==> config.mk <==
export PLATFORM = sky130hd
export DESIGN_NAME = accum_control_fsm
export DESIGN_NICKNAME = d
export VERILOG_FILES = /design/src/rtl/accum_control_fsm_pkg.sv /design/src/rtl/accum_control_outputs.sv /design/src/rtl/accum_control_fsm.sv
export SDC_FILE = /design/constraint.sdc
export NUM_CORES = 1
export LEC_CHECK = 0
export CAP_MARGIN = 20
export CORE_MARGIN = 2
export CORE_UTILIZATION = 38
export CTS_CLUSTER_DIAMETER = 30
export DETAILED_ROUTE_END_ITERATION = 8
export PLACE_DENSITY = 0.78
export SLEW_MARGIN = 0
export SYNTH_ARGS = -nofsm -noshare
export SYNTH_HDL_FRONTEND = slang
export SYNTH_SLANG_ARGS = --single-unit
==> constraint.sdc <==
create_clock -name CLK -period 1.8 [get_ports CLK]
set_clock_uncertainty 0.05 [all_clocks]
set_input_delay 0.18 -clock CLK [delete_from_list [all_inputs] [get_ports CLK]]
set_output_delay 0.18 -clock CLK [all_outputs]
set_load 0.005 [all_outputs]
==> src/rtl/accum_control_fsm_pkg.sv <==
`default_nettype none
// ============================================================================
// Module      : accum_control_fsm_pkg
// Description : Shared definitions for the accumulator processor control
//               unit: opcodes, FSM state encoding, writeback-mux source
//               codes, PC source codes and small decode helpers.
// Revision    : 1.0 - initial release
// ============================================================================
package accum_control_fsm_pkg;

   // Opcodes, taken from Inst[15:12]. 4'hA..4'hE are undefined.
   localparam logic [3:0] OP_ADD   = 4'h0;
   localparam logic [3:0] OP_SUB   = 4'h1;
   localparam logic [3:0] OP_AND   = 4'h2;
   localparam logic [3:0] OP_OR    = 4'h3;
   localparam logic [3:0] OP_LOAD  = 4'h4;
   localparam logic [3:0] OP_STORE = 4'h5;
   localparam logic [3:0] OP_LI    = 4'h6;
   localparam logic [3:0] OP_BEQ   = 4'h7;
   localparam logic [3:0] OP_JUMP  = 4'h8;
   localparam logic [3:0] OP_SLT   = 4'h9;
   localparam logic [3:0] OP_HALT  = 4'hF;

   // Control FSM states, binary encoded.
   typedef enum logic [3:0] {
      S_IDLE   = 4'd0,
      S_FETCH  = 4'd1,
      S_DECODE = 4'd2,
      S_EXEC   = 4'd3,
      S_MEMRD  = 4'd4,
      S_MEMWR  = 4'd5,
      S_WB     = 4'd6,
      S_BRANCH = 4'd7,
      S_JUMP   = 4'd8,
      S_HALT   = 4'd9
   } state_t;

   // Writeback mux sources. Codes 3..9 are reserved for future sources.
   localparam logic [4:0] WB_ALU = 5'd0;
   localparam logic [4:0] WB_MEM = 5'd1;
   localparam logic [4:0] WB_IMM = 5'd2;

   // PC source select codes.
   localparam logic [1:0] PC_PLUS2  = 2'd0;
   localparam logic [1:0] PC_BRANCH = 2'd1;
   localparam logic [1:0] PC_JUMP   = 2'd2;

   // ALU operation code used by SLT; other ALU ops use opcode[2:0].
   localparam logic [2:0] ALU_SLT = 3'd4;

   function automatic logic is_illegal(input logic [3:0] op);
      return (op >= 4'hA) && (op <= 4'hE);
   endfunction

   function automatic logic is_alu_op(input logic [3:0] op);
      return (op == OP_ADD) || (op == OP_SUB) || (op == OP_AND) ||
             (op == OP_OR)  || (op == OP_SLT);
   endfunction

   function automatic logic [2:0] alu_op_of(input logic [3:0] op);
      return (op == OP_SLT) ? ALU_SLT : op[2:0];
   endfunction

   // State following DECODE for a given opcode.
   function automatic state_t decode_next(input logic [3:0] op);
      state_t nxt;
      nxt = S_FETCH;
      if (is_alu_op(op) || (op == OP_LI)) nxt = S_EXEC;
      else if (op == OP_LOAD)             nxt = S_MEMRD;
      else if (op == OP_STORE)            nxt = S_MEMWR;
      else if (op == OP_BEQ)              nxt = S_BRANCH;
      else if (op == OP_JUMP)             nxt = S_JUMP;
      else if (op == OP_HALT)             nxt = S_HALT;
      return nxt;
   endfunction

endpackage
`default_nettype wire

==> src/rtl/accum_control_outputs.sv <==
`default_nettype none
// ============================================================================
// Module      : accum_control_outputs
// Description : Purely combinational decode of (state, opcode, MemReady,
//               Zero) into every datapath control signal.
// Ports       : state     - current FSM state
//               opcode    - opcode latched during DECODE
//               inst_op   - live opcode field of Inst (used in DECODE)
//               MemReady  - memory completes the access this cycle
//               Zero      - accumulator-zero flag
//               PCWrite..Illegal - control outputs, see top level
// Revision    : 1.0 - initial release
// ============================================================================
module accum_control_outputs
   import accum_control_fsm_pkg::*;
#(
   parameter int OPW = 4
) (
   input  state_t           state,
   input  logic [OPW-1:0]   opcode,
   input  logic [OPW-1:0]   inst_op,
   input  logic             MemReady,
   input  logic             Zero,
   output logic             PCWrite,
   output logic [1:0]       PCSrc,
   output logic             IRWrite,
   output logic             IorD,
   output logic             MemRead,
   output logic             MemWrite,
   output logic [2:0]       AluOp,
   output logic             AccWrite,
   output logic [4:0]       WbSel,
   output logic             Halted,
   output logic             Illegal
);

   logic [3:0] w_op;
   logic [3:0] w_inst_op;

   assign w_op      = 4'(opcode);
   assign w_inst_op = 4'(inst_op);

   always_comb begin
      PCWrite  = 1'b0;
      PCSrc    = PC_PLUS2;
      IRWrite  = 1'b0;
      IorD     = 1'b0;
      MemRead  = 1'b0;
      MemWrite = 1'b0;
      AluOp    = 3'd0;
      AccWrite = 1'b0;
      WbSel    = WB_ALU;
      Halted   = 1'b0;
      Illegal  = 1'b0;

      case (state)
         S_FETCH: begin
            // Request is held for the whole access; the IR/PC loads
            // happen only in the cycle the memory completes.
            MemRead = 1'b1;
            IorD    = 1'b0;
            if (MemReady) begin
               IRWrite = 1'b1;
               PCWrite = 1'b1;
               PCSrc   = PC_PLUS2;
            end
         end
         S_DECODE: begin
            // The opcode register is only loaded at the end of DECODE,
            // so the live instruction field is decoded here.
            Illegal = is_illegal(w_inst_op);
         end
         S_EXEC: begin
            AccWrite = 1'b1;
            if (w_op == OP_LI) begin
               WbSel = WB_IMM;
            end else begin
               WbSel = WB_ALU;
               AluOp = alu_op_of(w_op);
            end
         end
         S_MEMRD: begin
            MemRead = 1'b1;
            IorD    = 1'b1;
         end
         S_WB: begin
            AccWrite = 1'b1;
            WbSel    = WB_MEM;
         end
         S_MEMWR: begin
            MemWrite = 1'b1;
            IorD     = 1'b1;
         end
         S_BRANCH: begin
            PCSrc   = PC_BRANCH;
            PCWrite = Zero;
         end
         S_JUMP: begin
            PCSrc   = PC_JUMP;
            PCWrite = 1'b1;
         end
         S_HALT: begin
            Halted = 1'b1;
         end
         default: ;
      endcase
   end

endmodule
`default_nettype wire

==> src/rtl/accum_control_fsm.sv <==
`default_nettype none
// ============================================================================
// Module      : accum_control_fsm
// Description : Multicycle control unit for the 16-bit accumulator
//               processor. Holds the state and opcode registers and the
//               next-state logic; outputs are decoded combinationally by
//               accum_control_outputs.
// Ports       : CLK       - system clock, rising edge
//               Reset     - asynchronous active-high reset (state IDLE)
//               Inst      - instruction register, only [15:12] used
//               Zero      - accumulator-zero flag
//               MemReady  - memory access completes this cycle
//               PCWrite, PCSrc, IRWrite, IorD, MemRead, MemWrite,
//               AluOp, AccWrite, WbSel, Halted, Illegal - control outputs
// Revision    : 1.0 - initial release
// ============================================================================
module accum_control_fsm
   import accum_control_fsm_pkg::*;
#(
   parameter int OPW = 4
) (
   input  logic          CLK,
   input  logic          Reset,
   input  logic [15:0]   Inst,
   input  logic          Zero,
   input  logic          MemReady,
   output logic          PCWrite,
   output logic [1:0]    PCSrc,
   output logic          IRWrite,
   output logic          IorD,
   output logic          MemRead,
   output logic          MemWrite,
   output logic [2:0]    AluOp,
   output logic          AccWrite,
   output logic [4:0]    WbSel,
   output logic          Halted,
   output logic          Illegal
);

   state_t           r_state;
   logic [OPW-1:0]   r_opcode;
   logic [OPW-1:0]   w_inst_op;

   assign w_inst_op = Inst[15 -: OPW];

   always_ff @(posedge CLK or posedge Reset) begin
      if (Reset) begin
         r_state  <= S_IDLE;
         r_opcode <= '0;
      end else begin
         case (r_state)
            S_IDLE:   r_state <= S_FETCH;
            S_FETCH:  if (MemReady) r_state <= S_DECODE;
            S_DECODE: begin
               r_opcode <= w_inst_op;
               r_state  <= decode_next(4'(w_inst_op));
            end
            S_EXEC:   r_state <= S_FETCH;
            S_MEMRD:  if (MemReady) r_state <= S_WB;
            S_WB:     r_state <= S_FETCH;
            S_MEMWR:  if (MemReady) r_state <= S_FETCH;
            S_BRANCH: r_state <= S_FETCH;
            S_JUMP:   r_state <= S_FETCH;
            S_HALT:   r_state <= S_HALT;   // only Reset leaves HALT
            default:  r_state <= S_IDLE;
         endcase
      end
   end

   accum_control_outputs #(
      .OPW (OPW)
   ) u_outputs (
      .state    (r_state),
      .opcode   (r_opcode),
      .inst_op  (w_inst_op),
      .MemReady (MemReady),
      .Zero     (Zero),
      .PCWrite  (PCWrite),
      .PCSrc    (PCSrc),
      .IRWrite  (IRWrite),
      .IorD     (IorD),
      .MemRead  (MemRead),
      .MemWrite (MemWrite),
      .AluOp    (AluOp),
      .AccWrite (AccWrite),
      .WbSel    (WbSel),
      .Halted   (Halted),
      .Illegal  (Illegal)
   );

endmodule
`default_nettype wire
# == Yosys cells after proc, flatten, opt, wreduce, memory -nomap -nowiden ==
# Cells that the tools add are included.
# word_totals
output_inout_bits,18
elab_cells,66
inputBits,20
regBits,8
# classes
magnitude_cmp,2
n_eq_ne,24
reduce_logical,13
muxes,25
# op_table
cell,n
$eq A4 B3 Y1 const B,9
$mux W4,9
$eq A4 B4 Y1 const B,6
$pmux W4 S6,1
$eq A4 B2 Y1 const B,4
$pmux W5 S2,1
$mux W3,3
$eq A4 B1 Y1 const B,2
$logic_not A4 Y1,2
$mux W1,8
$ne A2 B2 Y1 const B,3
$reduce_or A2 Y1,3
$logic_or A1 B1 Y1,5
$reduce_or A5 Y1,1
$ge A4 B4 Y1 const B,1
$le A4 B4 Y1 const B,1
$pmux W2 S2,1
$pmux W1 S3,1
$reduce_and A3 Y1,1
$mux W2,1
$logic_and A1 B1 Y1,1

# == Longest topological paths before layout ==
# logic_depth
ltp_word,8
depth_mapped,5
ltp_nobuf,3

# == Hierarchy ==
# Synthesis repeated with hierarchy kept, for this count alone.
# unflattened
cells_unflattened,80
hier_area_um2,690.7
# by_module_without_submodules
module,cells_per_inst,n_inst,area_each_um2
accum_control_fsm,38,1,426.7
accum_control_outputs,42,1,264.0

# == Least setup slack after synthesis ==
# No wires, ideal clock.
# synth_path
path_kind,reg2out
from,register r_state[0]
to,output Illegal
t_required_ps,1570
setup_slack_ps,391
path_buffers,1
arrival_time_ps,1179
path_stages_with_launch,5
path_cell_list,dfrtp_1 buf_6 nor4b_4 nand2_1 nor3_1
# synth_via
elab_chain_cells,2
# synth_rtl
element,line,source
"start, declared",accum_control_fsm.sv:40,state_t r_state;
"start signal, assigned",accum_control_fsm.sv:56,r_state <= decode_next(4'(w_inst_op));
$eq A4 B2 Y1,accum_control_outputs.sv:56,case (state)
$mux W1,accum_control_outputs.sv:56,
"end, declared",accum_control_fsm.sv:37,output logic Illegal
# Every way passes these cells.

# == Final worst setup path ==
# layout_path
from,register r_state[2]
to,output Illegal
# The elaborated chain is that of the path after synthesis.

==> reports/metrics.yaml <==
clkTransAtPathRegs_ns: 0.05
min_period_ns: 1.77
first_iter_violations: 19
die_area_sq_um: 2240
cts_buffers: 3
worst_ep_required_time_ns: 1.57
cellLeakagePower_nw: 0.578
io_pins: 38
drive_gt1_share_pct: 35.2
drc_errors: 0
synth_edf_count: 0
cts_tree: "yes"
ys_ff_latch: 8
die-width_microns: 47.3
wl_per_cell_microns: 13.1
powerDensity_nw_per_um2: 1170
wl_microns: 1960
crit_chain: "buf_4 -> nor4b_4 -> nand2_1 -> nor3_2 -> clkbuf_2"
irDropWorstVdd_uv: 735
gp_congestion: 0.816
synth_area_sq_um: 713
antenna_found_initial: 0
slowest_stage: "dfrtp_1"
port_buffers: 22
finalSetupViolations: 0
seq_area_frac_synth_pct: 28.1
dominantRegCellSynth: "dfrtp_1"
hpwl_microns: 1240
root_buffer: "clkbuf_4"
critPathMaxFanout: 3
fill_cells: 140
netlist_instances: 83
avgSynthCellArea_sq_um: 8.59
nets: 147
status: "finished clean"
start_kind: "flip-flop"
cts_hold_buf: 0
hold_viol: 0
vias: 773
place_area_sq_um: 996
yosys_warnings: 0
grt_use_total_pct: 17.8
rsz0062_at_grt: "yes"
core_area_sq_um: 1750
ctsHtreeMaxLevel: 1
initial_utilization_pct: 40.9
final_core_utilization_pct: 66.9
synth_cell_type_count: 39
arrival_ns: 1.54
max_freq_mhz: 566
vias_per_cell: 5.15
area_delta_synth_final_pct: 63.7
synthArstFlopShare_pct: 100
firstDrtPassIters: 4
endpoint_kind: "output port"
period_share_pct: 98.2
drtAntennaViolNets: 0
worst_path_largest_cell_delay_ns: 0.40
antenna_cells: 0
grt_pass1_vias: 683
grt_max_degree: 17
insertion_delay_ns: 0.25
drv_cap: 0
worstHoldPathType: "input pin to async pin"
cts_sinks: 8
die_h_microns: 47.3
crit_family: "simple AND/OR/NAND/NOR gates"
ctsLongestPathBuffers: 2
worst-path-buf-inv: 2
grt_pass1_wl_microns: 2860
holdWs_ns: 0.109
crit_type: "flip-flop to output port"
final_common_cell: "buf_4"
final_cell_mix: "17 x buf_4, 11 x dlygate4sd2_1, 7 x nor2_1, 7 x clkdlybuf4s50_1, 7 x dfrtp_1"
final_cell_area_sq_um: 1170
final_max_slew_viol_count: 0
rows: 15
gr-total-overflow: 0
==> layout make-up <==
type                            instances  area [sq um]  area share, %
Multi-Input combinational cell         63           467           40.0
Timing Repair Buffer                   45           423           36.2
Clock buffer                            3          22.5           1.93
Tap cell                               25          31.3           2.68
Sequential cell                         8           201           17.3
Inverter                                6          22.5           1.93
==> worst register-to-register path, stage by stage, from the launching register on <==
cell and delay (ns):
dfrtp_1 0.40, buf_6 0.15, buf_12 0.12, buf_4 0.15, a2111o_1 0.36, a2111oi_2 0.36
==> synth_stat cells (all sizes together) (2+ instances only) <==
master,n,area share (%)
inv,6,3.2
nor2b,4,3.5
mux2,2,3.2
a21oi,2,1.4
nand2b,2,2.8
and3,4,3.9
nand2,5,2.6
nand3b,2,2.1
buf,8,10
nor4b,2,4.6
o21ai,5,3.5
nor3,4,2.8
dfrtp,8,28
nor2,9,4.7
==> final timing paths <==
| check | slack (ns) | cells past startpoint | startpoint | to |
|---|---|---|---|---|
| worst max-delay path | 0.03 | 5 | r_state[2] | Illegal |
| worst min-delay path | 0.11 | 2 | Reset | r_opcode[3] |
| worst max register to register | 0.09 | 5 | r_state[0] | r_state[1] |
| worst min register to register | 0.53 | 1 | r_opcode[0] | r_opcode[0] |
| max in group asynchronous | 1.35 | 2 | Reset | r_state[3] |
| min in group CLK | 0.53 | 1 | r_opcode[0] | r_opcode[0] |
==> metal layers <==
layer / track usage (%) / vias to the layer above / wire length, microns
met5: 0 / - / 0
met4: 6.67 / 0 / 23
met3: 2.31 / 2 / 90
met2: 28.9 / 28 / 1070
met1: 24.0 / 368 / 781
li1: - / 375 / -
==> stage by stage <==
| stage | power [mW] | setup WS, ns | cells | setup TNS [ns] |
|---|---|---|---|---|
| 3_3_place_gp | 1.01 | -0.00754 | 135 | -0.00754 |
| 5_1_grt | 1.48 | -0.0189 | 150 | -0.0263 |
| 3_5_place_dp | 1.03 | 0.00496 | 135 | 0 |
| 2_1_floorplan | 0.774 | 0.391 | 85 | 0 |
| 4_1_cts | 1.23 | -0.109 | 143 | -0.109 |
| 6_report | 1.37 | 0.0325 | 150 | 0 |
==> flip-flops by register name, indices dropped and copies added (netlist names) <==
| register | cells |
|---|---|
| r_state | 4 |
| r_opcode | 4 |
==> logic make-up after synthesis <==
kind of cell    synth area share, %
simple gates                   34.6
compound gates                 18.1
buf+inv                        13.2
flops                          28.1
xor+xnor                       2.46
mux                            3.16
other cells                   0.526
==> power breakdown <==
part | switching, mW | internal [mW] | leakage [nW]
Clock | 0.0604 | 0.0762 | 0.0138
Combinational | 0.396 | 0.507 | 0.467
Sequential | 0.0769 | 0.253 | 0.0981
Total | 0.533 | 0.837 | 0.578
==> timing repair <==
action                                  CTS  global route
resized for setup                        28             7
gates cloned                              0             0
buffers inserted                          5             7
endpoints found under the setup margin   15             4
hold endpoints to repair                  0             0
pin swaps                                 3             4
Note: power is estimated with default switching activity, not from simulation.
